File: src/rtl/sr_debouncer_pkg.sv
// Shared types and defaults for the SR debouncer: per-channel FSM state and default filter length.
package sr_debouncer_pkg;

  localparam int DEBOUNCE_CYCLES_DEF = 8;
  localparam int CNT_W_DEF           = 8;

  typedef enum logic [1:0] {
    ST_STABLE_LOW  = 2'd0,
    ST_COUNT_HIGH  = 2'd1,
    ST_STABLE_HIGH = 2'd2,
    ST_COUNT_LOW   = 2'd3
  } db_state_t;

endpackage

File: src/rtl/sr_debouncer_if.sv
// Button-side and latch-side signals of the SR debouncer.
// The master drives the raw buttons; the slave (the debouncer) drives everything else.
interface sr_debouncer_if;
  logic set_raw;
  logic reset_raw;
  logic set_db;
  logic reset_db;
  logic set_pulse;
  logic reset_pulse;
  logic q;
  logic q_n;
  logic invalid;

  modport master (
    output set_raw, reset_raw,
    input  set_db, reset_db, set_pulse, reset_pulse, q, q_n, invalid
  );

  modport slave (
    input  set_raw, reset_raw,
    output set_db, reset_db, set_pulse, reset_pulse, q, q_n, invalid
  );
endinterface

File: src/rtl/sr_debounce_chan.sv
// One debounce channel: optional 2-flop synchronizer (SR_DEBOUNCER_SYNC_EN), 4-state FSM with
// saturating run counter, registered debounced level and rising-edge strobe.
//
// state          | meaning
// ST_STABLE_LOW  | accepted level 0, waiting for a 1 sample
// ST_COUNT_HIGH  | accepted level 0, counting consecutive 1 samples
// ST_STABLE_HIGH | accepted level 1, waiting for a 0 sample
// ST_COUNT_LOW   | accepted level 1, counting consecutive 0 samples
module sr_debounce_chan
  import sr_debouncer_pkg::*;
#(
  parameter int DEBOUNCE_CYCLES = DEBOUNCE_CYCLES_DEF,
  parameter int CNT_W           = CNT_W_DEF
) (
  input  logic clk,
  input  logic rst_n,
  input  logic i_raw,
  output logic o_db,
  output logic o_pulse
);

  localparam logic [CNT_W-1:0] TC  = CNT_W'(DEBOUNCE_CYCLES - 1);
  localparam logic [CNT_W-1:0] ONE = CNT_W'(1);

  logic w_sample;

`ifdef SR_DEBOUNCER_SYNC_EN
  logic [1:0] r_sync;

  always_ff @(posedge clk or negedge rst_n) begin
    if (!rst_n) r_sync <= 2'b00;
    else        r_sync <= {r_sync[0], i_raw};
  end

  assign w_sample = r_sync[1];
`else
  assign w_sample = i_raw;
`endif

  db_state_t        r_state, w_state_nxt;
  logic [CNT_W-1:0] r_cnt, w_cnt_nxt;
  logic             r_db, r_pulse, w_db_nxt;

  always_ff @(posedge clk or negedge rst_n) begin
    if (!rst_n) begin
      r_state <= ST_STABLE_LOW;
      r_cnt   <= '0;
      r_db    <= 1'b0;
      r_pulse <= 1'b0;
    end else begin
      r_state <= w_state_nxt;
      r_cnt   <= w_cnt_nxt;
      r_db    <= w_db_nxt;
      r_pulse <= w_db_nxt & ~r_db;
    end
  end

  // >= instead of == keeps the counter saturated even if it were ever disturbed
  always_comb begin
    w_state_nxt = r_state;
    w_cnt_nxt   = r_cnt;
    unique case (r_state)
      ST_STABLE_LOW: begin
        if (w_sample) begin
          w_state_nxt = ST_COUNT_HIGH;
          w_cnt_nxt   = ONE;
        end else begin
          w_cnt_nxt   = '0;
        end
      end
      ST_COUNT_HIGH: begin
        if (!w_sample) begin
          w_state_nxt = ST_STABLE_LOW;
          w_cnt_nxt   = '0;
        end else if (r_cnt >= TC) begin
          w_state_nxt = ST_STABLE_HIGH;
          w_cnt_nxt   = '0;
        end else begin
          w_cnt_nxt   = r_cnt + ONE;
        end
      end
      ST_STABLE_HIGH: begin
        if (!w_sample) begin
          w_state_nxt = ST_COUNT_LOW;
          w_cnt_nxt   = ONE;
        end else begin
          w_cnt_nxt   = '0;
        end
      end
      ST_COUNT_LOW: begin
        if (w_sample) begin
          w_state_nxt = ST_STABLE_HIGH;
          w_cnt_nxt   = '0;
        end else if (r_cnt >= TC) begin
          w_state_nxt = ST_STABLE_LOW;
          w_cnt_nxt   = '0;
        end else begin
          w_cnt_nxt   = r_cnt + ONE;
        end
      end
      default: begin
        w_state_nxt = ST_STABLE_LOW;
        w_cnt_nxt   = '0;
      end
    endcase
  end

  always_comb begin
    w_db_nxt = (w_state_nxt == ST_STABLE_HIGH) || (w_state_nxt == ST_COUNT_LOW);
  end

  assign o_db    = r_db;
  assign o_pulse = r_pulse;

endmodule

File: src/rtl/sr_debouncer.sv
// Debounced SR button pair: two debounce channels feeding a reset-dominant q/q_n latch.
// Optional input synchronizers are enabled with the SR_DEBOUNCER_SYNC_EN macro.
module sr_debouncer
  import sr_debouncer_pkg::*;
#(
  parameter int DEBOUNCE_CYCLES = DEBOUNCE_CYCLES_DEF,
  parameter int CNT_W           = CNT_W_DEF
) (
  input logic           clk,
  input logic           rst_n,
  sr_debouncer_if.slave io_bus
);

  logic w_set_db, w_set_pulse, w_reset_db, w_reset_pulse;
  logic r_q;

  sr_debounce_chan #(
    .DEBOUNCE_CYCLES (DEBOUNCE_CYCLES),
    .CNT_W           (CNT_W)
  ) u_set_chan (
    .clk     (clk),
    .rst_n   (rst_n),
    .i_raw   (io_bus.set_raw),
    .o_db    (w_set_db),
    .o_pulse (w_set_pulse)
  );

  sr_debounce_chan #(
    .DEBOUNCE_CYCLES (DEBOUNCE_CYCLES),
    .CNT_W           (CNT_W)
  ) u_reset_chan (
    .clk     (clk),
    .rst_n   (rst_n),
    .i_raw   (io_bus.reset_raw),
    .o_db    (w_reset_db),
    .o_pulse (w_reset_pulse)
  );

  // reset strobe wins when both buttons are accepted on the same edge
  always_ff @(posedge clk or negedge rst_n) begin
    if (!rst_n)             r_q <= 1'b0;
    else if (w_reset_pulse) r_q <= 1'b0;
    else if (w_set_pulse)   r_q <= 1'b1;
  end

  assign io_bus.set_db      = w_set_db;
  assign io_bus.reset_db    = w_reset_db;
  assign io_bus.set_pulse   = w_set_pulse;
  assign io_bus.reset_pulse = w_reset_pulse;
  assign io_bus.q           = r_q;
  assign io_bus.q_n         = ~r_q;
  assign io_bus.invalid     = w_set_db & w_reset_db;

endmodule

File: src/flat_wrapper.sv
// flat-port wrapper written by rule: the top's interface ports become plain ports
module sr_debouncer_flat import sr_debouncer_pkg::*;
#(
  parameter int DEBOUNCE_CYCLES = DEBOUNCE_CYCLES_DEF,
  parameter int CNT_W           = CNT_W_DEF
)
  (clk, rst_n, io_bus_set_raw, io_bus_reset_raw, io_bus_set_db, io_bus_reset_db, io_bus_set_pulse, io_bus_reset_pulse, io_bus_q, io_bus_q_n, io_bus_invalid);
  sr_debouncer_if io_bus_i ();
  input logic clk;
  input logic rst_n;
  input wire logic [$bits(io_bus_i.set_raw)-1:0] io_bus_set_raw;
  input wire logic [$bits(io_bus_i.reset_raw)-1:0] io_bus_reset_raw;
  output wire logic [$bits(io_bus_i.set_db)-1:0] io_bus_set_db;
  output wire logic [$bits(io_bus_i.reset_db)-1:0] io_bus_reset_db;
  output wire logic [$bits(io_bus_i.set_pulse)-1:0] io_bus_set_pulse;
  output wire logic [$bits(io_bus_i.reset_pulse)-1:0] io_bus_reset_pulse;
  output wire logic [$bits(io_bus_i.q)-1:0] io_bus_q;
  output wire logic [$bits(io_bus_i.q_n)-1:0] io_bus_q_n;
  output wire logic [$bits(io_bus_i.invalid)-1:0] io_bus_invalid;
  assign io_bus_i.set_raw = io_bus_set_raw;
  assign io_bus_i.reset_raw = io_bus_reset_raw;
  assign io_bus_set_db = io_bus_i.set_db;
  assign io_bus_reset_db = io_bus_i.reset_db;
  assign io_bus_set_pulse = io_bus_i.set_pulse;
  assign io_bus_reset_pulse = io_bus_i.reset_pulse;
  assign io_bus_q = io_bus_i.q;
  assign io_bus_q_n = io_bus_i.q_n;
  assign io_bus_invalid = io_bus_i.invalid;
  sr_debouncer #(.DEBOUNCE_CYCLES(DEBOUNCE_CYCLES), .CNT_W(CNT_W)) u_core (.clk(clk), .rst_n(rst_n), .io_bus(io_bus_i));
endmodule
File: config.mk
export PLATFORM = sky130hd
export DESIGN_NAME = sr_debouncer_flat
export DESIGN_NICKNAME = d
export VERILOG_FILES = /design/src/rtl/sr_debouncer_pkg.sv /design/src/rtl/sr_debouncer_if.sv /design/src/rtl/sr_debounce_chan.sv /design/src/rtl/sr_debouncer.sv /design/src/flat_wrapper.sv
export SDC_FILE = /design/constraint.sdc
export NUM_CORES = 1
export LEC_CHECK = 0
export ABC_AREA = 0
export CORE_MARGIN = 4
export CORE_UTILIZATION = 35
export CTS_CLUSTER_DIAMETER = 80
export DETAILED_ROUTE_END_ITERATION = 7
export PLACE_DENSITY = 0.62
export REMOVE_ABC_BUFFERS = 1
export SYNTH_ARGS = -nofsm -noshare
export SYNTH_HDL_FRONTEND = slang
export SYNTH_SLANG_ARGS = --single-unit
File: constraint.sdc
create_clock -name clk -period 3.8 [get_ports clk]
set_input_delay 0.76 -clock clk [delete_from_list [all_inputs] [get_ports clk]]
set_output_delay 0.76 -clock clk [all_outputs]
set_load 0.1 [all_outputs]
* Word-level counts from Yosys, hierarchy flattened *
Index checks and enable logic that the tools add are counted.

storage, ports and cells
  flip-flop bits (word level) = 25
  input port bits = 4

operators by class
  add/subtract/negate cells = 2
  magnitude comparators = 2
  equality and inequality tests = 10
  multiplexer cells = 28
  bitwise gates (word level) = 6
  reduce and logical (&&, ||, !) cells = 5

operators by type and width
  cell                   count
  $pmux W8 S4            2
  $mux W8                6
  $mux W2                12
  $add A8 B1 Y8 const B  2
  $eq A2 B2 Y1 const B   8
  $ge A8 B3 Y1 const B   2
  $pmux W2 S4            2
  $mux W1                6
  $eq A2 B1 Y1 const B   2
  $logic_not A2 Y1       2
  $and A1 B1 Y1          3
  $not A1 Y1             3
  $logic_or A1 B1 Y1     2
  $reduce_bool A2 Y1     1

* Longest topological paths before layout *
  depth in word-level cells = 7
  mapped depth = 4
  depth with buffers taken out = 4

* Hierarchy *
From an unflattened synthesis, not the netlist that was laid out.

second synthesis, totals
  cells, all modules = 76
  area, all modules = 965.9 um^2

modules (own cells, without submodules)
  module            instances  cells each  area an instance (um^2)
  sr_debounce_chan  2          36          460.4
  sr_debouncer      1          4           45.0

* Least setup slack after synthesis *
No wires, ideal clock.

  path type = flip-flop to output port
  start point = reg u_core.u_reset_chan.r_db (netlist: u_core.u_reset_chan.o_db)
  end point = out io_bus_invalid
  arrival time = 1.782 ns
  path slack = 1.258 ns
  cell stages (with the launch flop) = 2
  path buffers = 0
  path through = dfrtp_1 and2_1

on the way
  cells in the longest elaborated chain, start to end = 1

RTL lines
  item                    RTL line                text
  start, declared         sr_debounce_chan.sv:42  logic r_db, r_pulse, w_db_nxt;
  start signal, assigned  sr_debounce_chan.sv:53  r_db <= w_db_nxt;
  $and A1 B1 Y1           sr_debouncer.sv:52      assign io_bus.invalid = w_set_db & w_reset_db;
  end, declared           flat_wrapper.sv:19      output wire logic [$bits(io_bus_i.invalid)-1:0] io_bus_invalid;

Every way passes these cells.

* Worst setup path after layout *
Ends and elaborated chain as after synthesis.

==> impl_metrics.csv <==
group,metric,value,unit
outcome,status,"complete, no violations",
power_and_ir_drop,p_leak,0.506,nW
timing,period_minus_slack,2.71,ns
routing,avgViaCountPerCell,4.52,
floorplan,dieWidth,60.2,µm
worst_setup_path,worst_r2r_path_depth,4,
worst_setup_path,critical_path.startpoint,"u_core.u_reset_chan.o_db",
floorplan,initial_utilization,0.374,
floorplan,num_rows,18,
global_route,grt_pass1_vias,587,
worst_setup_path,cp-end-kind,"output port",
layout,nFillCells,237,
worst_setup_path,crit_path_start_kind,"flip-flop",
clock_network,clk_path_buf_depth,2,
timing,finClkSkew,0.00142,ns
floorplan,core-area,0.00254,mm²
floorplan,pin_count,11,
logic_synthesis,syn-mean-instance-area,12.5,µm²
routing,first_pass_iters,4,
layout,layout-area-overhead-vs-synth,20.0,%
logic_synthesis,synth_area_leader_cell,"dfrtp_1",
routing,antenna_left,0,
clock_network,cts_tree,"yes",
logic_synthesis,seq_area_frac_synth,0.657,
layout,diodes,0,
worst_setup_path,path_max_fanout,3,
logic_synthesis,synth_area_leaders,"dfrtp_1 66%, a211oi_4 4.2%, a21oi_1 4.2%",
worst_setup_path,r2r_setup_slack,2.37,ns
clock_network,cts_resized,0,
worst_setup_path,cp.required,3.04,ns
global_route,gr-total-overflow,0,
logic_synthesis,yosys_warnings,0,
global_route,antenna_found_initial,0,
layout,nets,104,
clock_network,postCtsHoldBufs,0,
logic_synthesis,synth_cell_types,19,
timing,worst_slew_pin_slew,1.06,ns
timing,fin_tns_setup,0,ns
worst_setup_path,regToRegStartpoint,"u_core.u_reset_chan.r_cnt[0]",
routing,drc,0,
logic_synthesis,syn_area,952,µm²
floorplan,die_area,0.00362,mm²
clock_network,post_cts.repair.setup_buffers,0,
clock_network,path_clk_slew,0.12,ns
worst_setup_path,crit_arrival,1.95,ns
global_route,grtUsageTotal,0.0971,
power_and_ir_drop,power_per_cell_area,806,mW/mm²
logic_synthesis,syn_inst,76,
power_and_ir_drop,irDropWorstVdd,0.587,mV
logic_synthesis,ys.flop_type,"dfrtp_1",
clock_network,clk_latency,0.31,ns
worst_hold_path,hold_class,"reg2reg",
timing,relSlewSlack,0.290,
timing,fmax,369,MHz
placed_design,hpwlAfterDp,978,µm
worst_setup_path,cp-endpoint,"io_bus_invalid",
worst_setup_path,critPathKind,"reg2out",
timing,setup_viol,0,
routing,initialDrtViolationCount,6,
layout,final_util,0.449,
global_route,grt_pass1_wl,2560,µm
flow_run,max_cap_viol_count,0,
routing,wl,1370,µm
clock_network,cts_num_sinks,25,
routing,wl_per_cell,10.8,µm
global_route,grt_max_degree,26,
clock_network,htreeDepth,1,
placed_design,post_dp_cell_area,0.00112,mm²
timing,hold_viol_final,0,
clock_network,numCtsBuffers,3,
logic_synthesis,synth_top_area_frac,0.657,
placed_design,port-buffer-count,10,
timing,fin_crit_sh,0.713,
timing,rsz0062_at_grt,"no",
floorplan,chipHeight,60.2,µm
logic_synthesis,synth-async-reset-ratio,1.00,
clock_network,root_buffer,"clkbuf_4",
logic_synthesis,synth-edff-count,0,
layout,drive_above_1_share,0.0825,
worst_setup_path,worstReg2RegEnd,"u_core.u_reset_chan.r_cnt[2]",
timing,drv_slew,0,
layout,postLayoutCellArea,0.00114,mm²
routing,vias,574,
logic_synthesis,synth-seq-cells,25,
placed_design,gp_congestion,0.719,
## metal layers
metal  GRT usage  routed length, µm  part of all wire
met4      0.0570                 13            0.0095
met2       0.128                586              0.43
met1       0.136                690              0.50
met3      0.0324                 82             0.060
met5           0                  0                 0
## worst max-delay path, stage by stage, from the launching register on
cell and delay (ns):
dfrtp_1 0.38, and2_1 0.13, clkdlybuf4s50_1 1.13
## layout by cell type (no fill, tap or decap), drive strengths merged
master,count
nor4b,2
xnor2,2
nor3,2
a21oi,8
nor2,10
a211oi,2
nand3,2
a21o,2
nand2,8
clkdlybuf4s50,10
inv,3
ha,2
nand3b,2
conb,8
nand4b,2
nor2b,2
dfrtp,25
clkbuf,4
and2,1
## worst min-delay path by stage
| stage | from | to | cells past startpoint |
|---|---|---|---|
| 3_3_place_gp | u_core.u_set_chan.o_db | u_core.u_set_chan.o_pulse | 1 |
| 3_5_place_dp | u_core.u_set_chan.o_db | u_core.u_set_chan.o_pulse | 1 |
| 4_1_cts | u_core.u_set_chan.o_db | u_core.u_set_chan.o_pulse | 1 |
| 6_report | u_core.u_reset_chan.o_pulse | u_core.io_bus.q | 1 |
| 2_1_floorplan | rst_n | u_core.io_bus.q | 0 |
| 5_1_grt | u_core.u_set_chan.o_db | u_core.u_set_chan.o_pulse | 1 |
## cell type report
cell class | instances | area (µm²) | share of cell area
repair buffers | 10 | 100 | 0.0876
multi-input cells | 55 | 342 | 0.299
inverters | 3 | 11.3 | 0.00986
clock buffers | 4 | 26.3 | 0.0230
flip-flops and latches | 25 | 626 | 0.548
well taps | 30 | 37.5 | 0.0329
## metrics by stage
stage               hold WS, ns  power, W  instances  setup slack, ns
floorplan                 0.464  0.000712         83             1.26
global placement          0.429  0.000813        123             1.45
detailed placement        0.431  0.000815        123             1.45
CTS                       0.453  0.000932        127             1.06
global route              0.486  0.000977        127             1.00
finish                    0.441  0.000920        127             1.09
## flip-flops by register name (all words and copies together), names as in the netlist
signal,flops
u_core.io_bus.q,1
u_core.u_reset_chan.o_db,1
u_core.u_reset_chan.o_pulse,1
u_core.u_reset_chan.r_cnt,8
u_core.u_reset_chan.r_state,2
u_core.u_set_chan.o_db,1
u_core.u_set_chan.o_pulse,1
u_core.u_set_chan.r_cnt,8
u_core.u_set_chan.r_state,2
## report_power, final
part           internal [W]  switching [W]  leakage, nW
combinational      0.000113       0.000322        0.177
clock             0.0000409      0.0000724       0.0150
sequential         0.000326      0.0000465        0.314
total              0.000479       0.000441        0.506
## cell usage after synthesis (2+ instances only)
| master | n |
|---|---|
| a211oi_4 | 2 |
| a21oi_1 | 8 |
| dfrtp_1 | 25 |
| ha_1 | 2 |
| inv_1 | 3 |
| nand2_1 | 8 |
| nand3_1 | 2 |
| nand3b_1 | 2 |
| nand4b_1 | 2 |
| nor2_1 | 10 |
| nor2b_1 | 2 |
| nor4b_1 | 2 |
| xnor2_1 | 2 |
## cells by family (layout without fill, tap and decap cells)
kind of cell               count (synthesis)  after routing  share of synthesized area
AOI/OAI and AO/OA                         12             12                      0.101
adders and majority gates                  2              2                     0.0263
DFF                                       25             25                      0.657
other                                      1              8                    0.00394
xor gates and xnor gates                   2              2                     0.0184
and+or+nand+nor                           31             31                      0.181
buffers and inverters                      3             17                     0.0118
(Power assumes the default switching activity.)
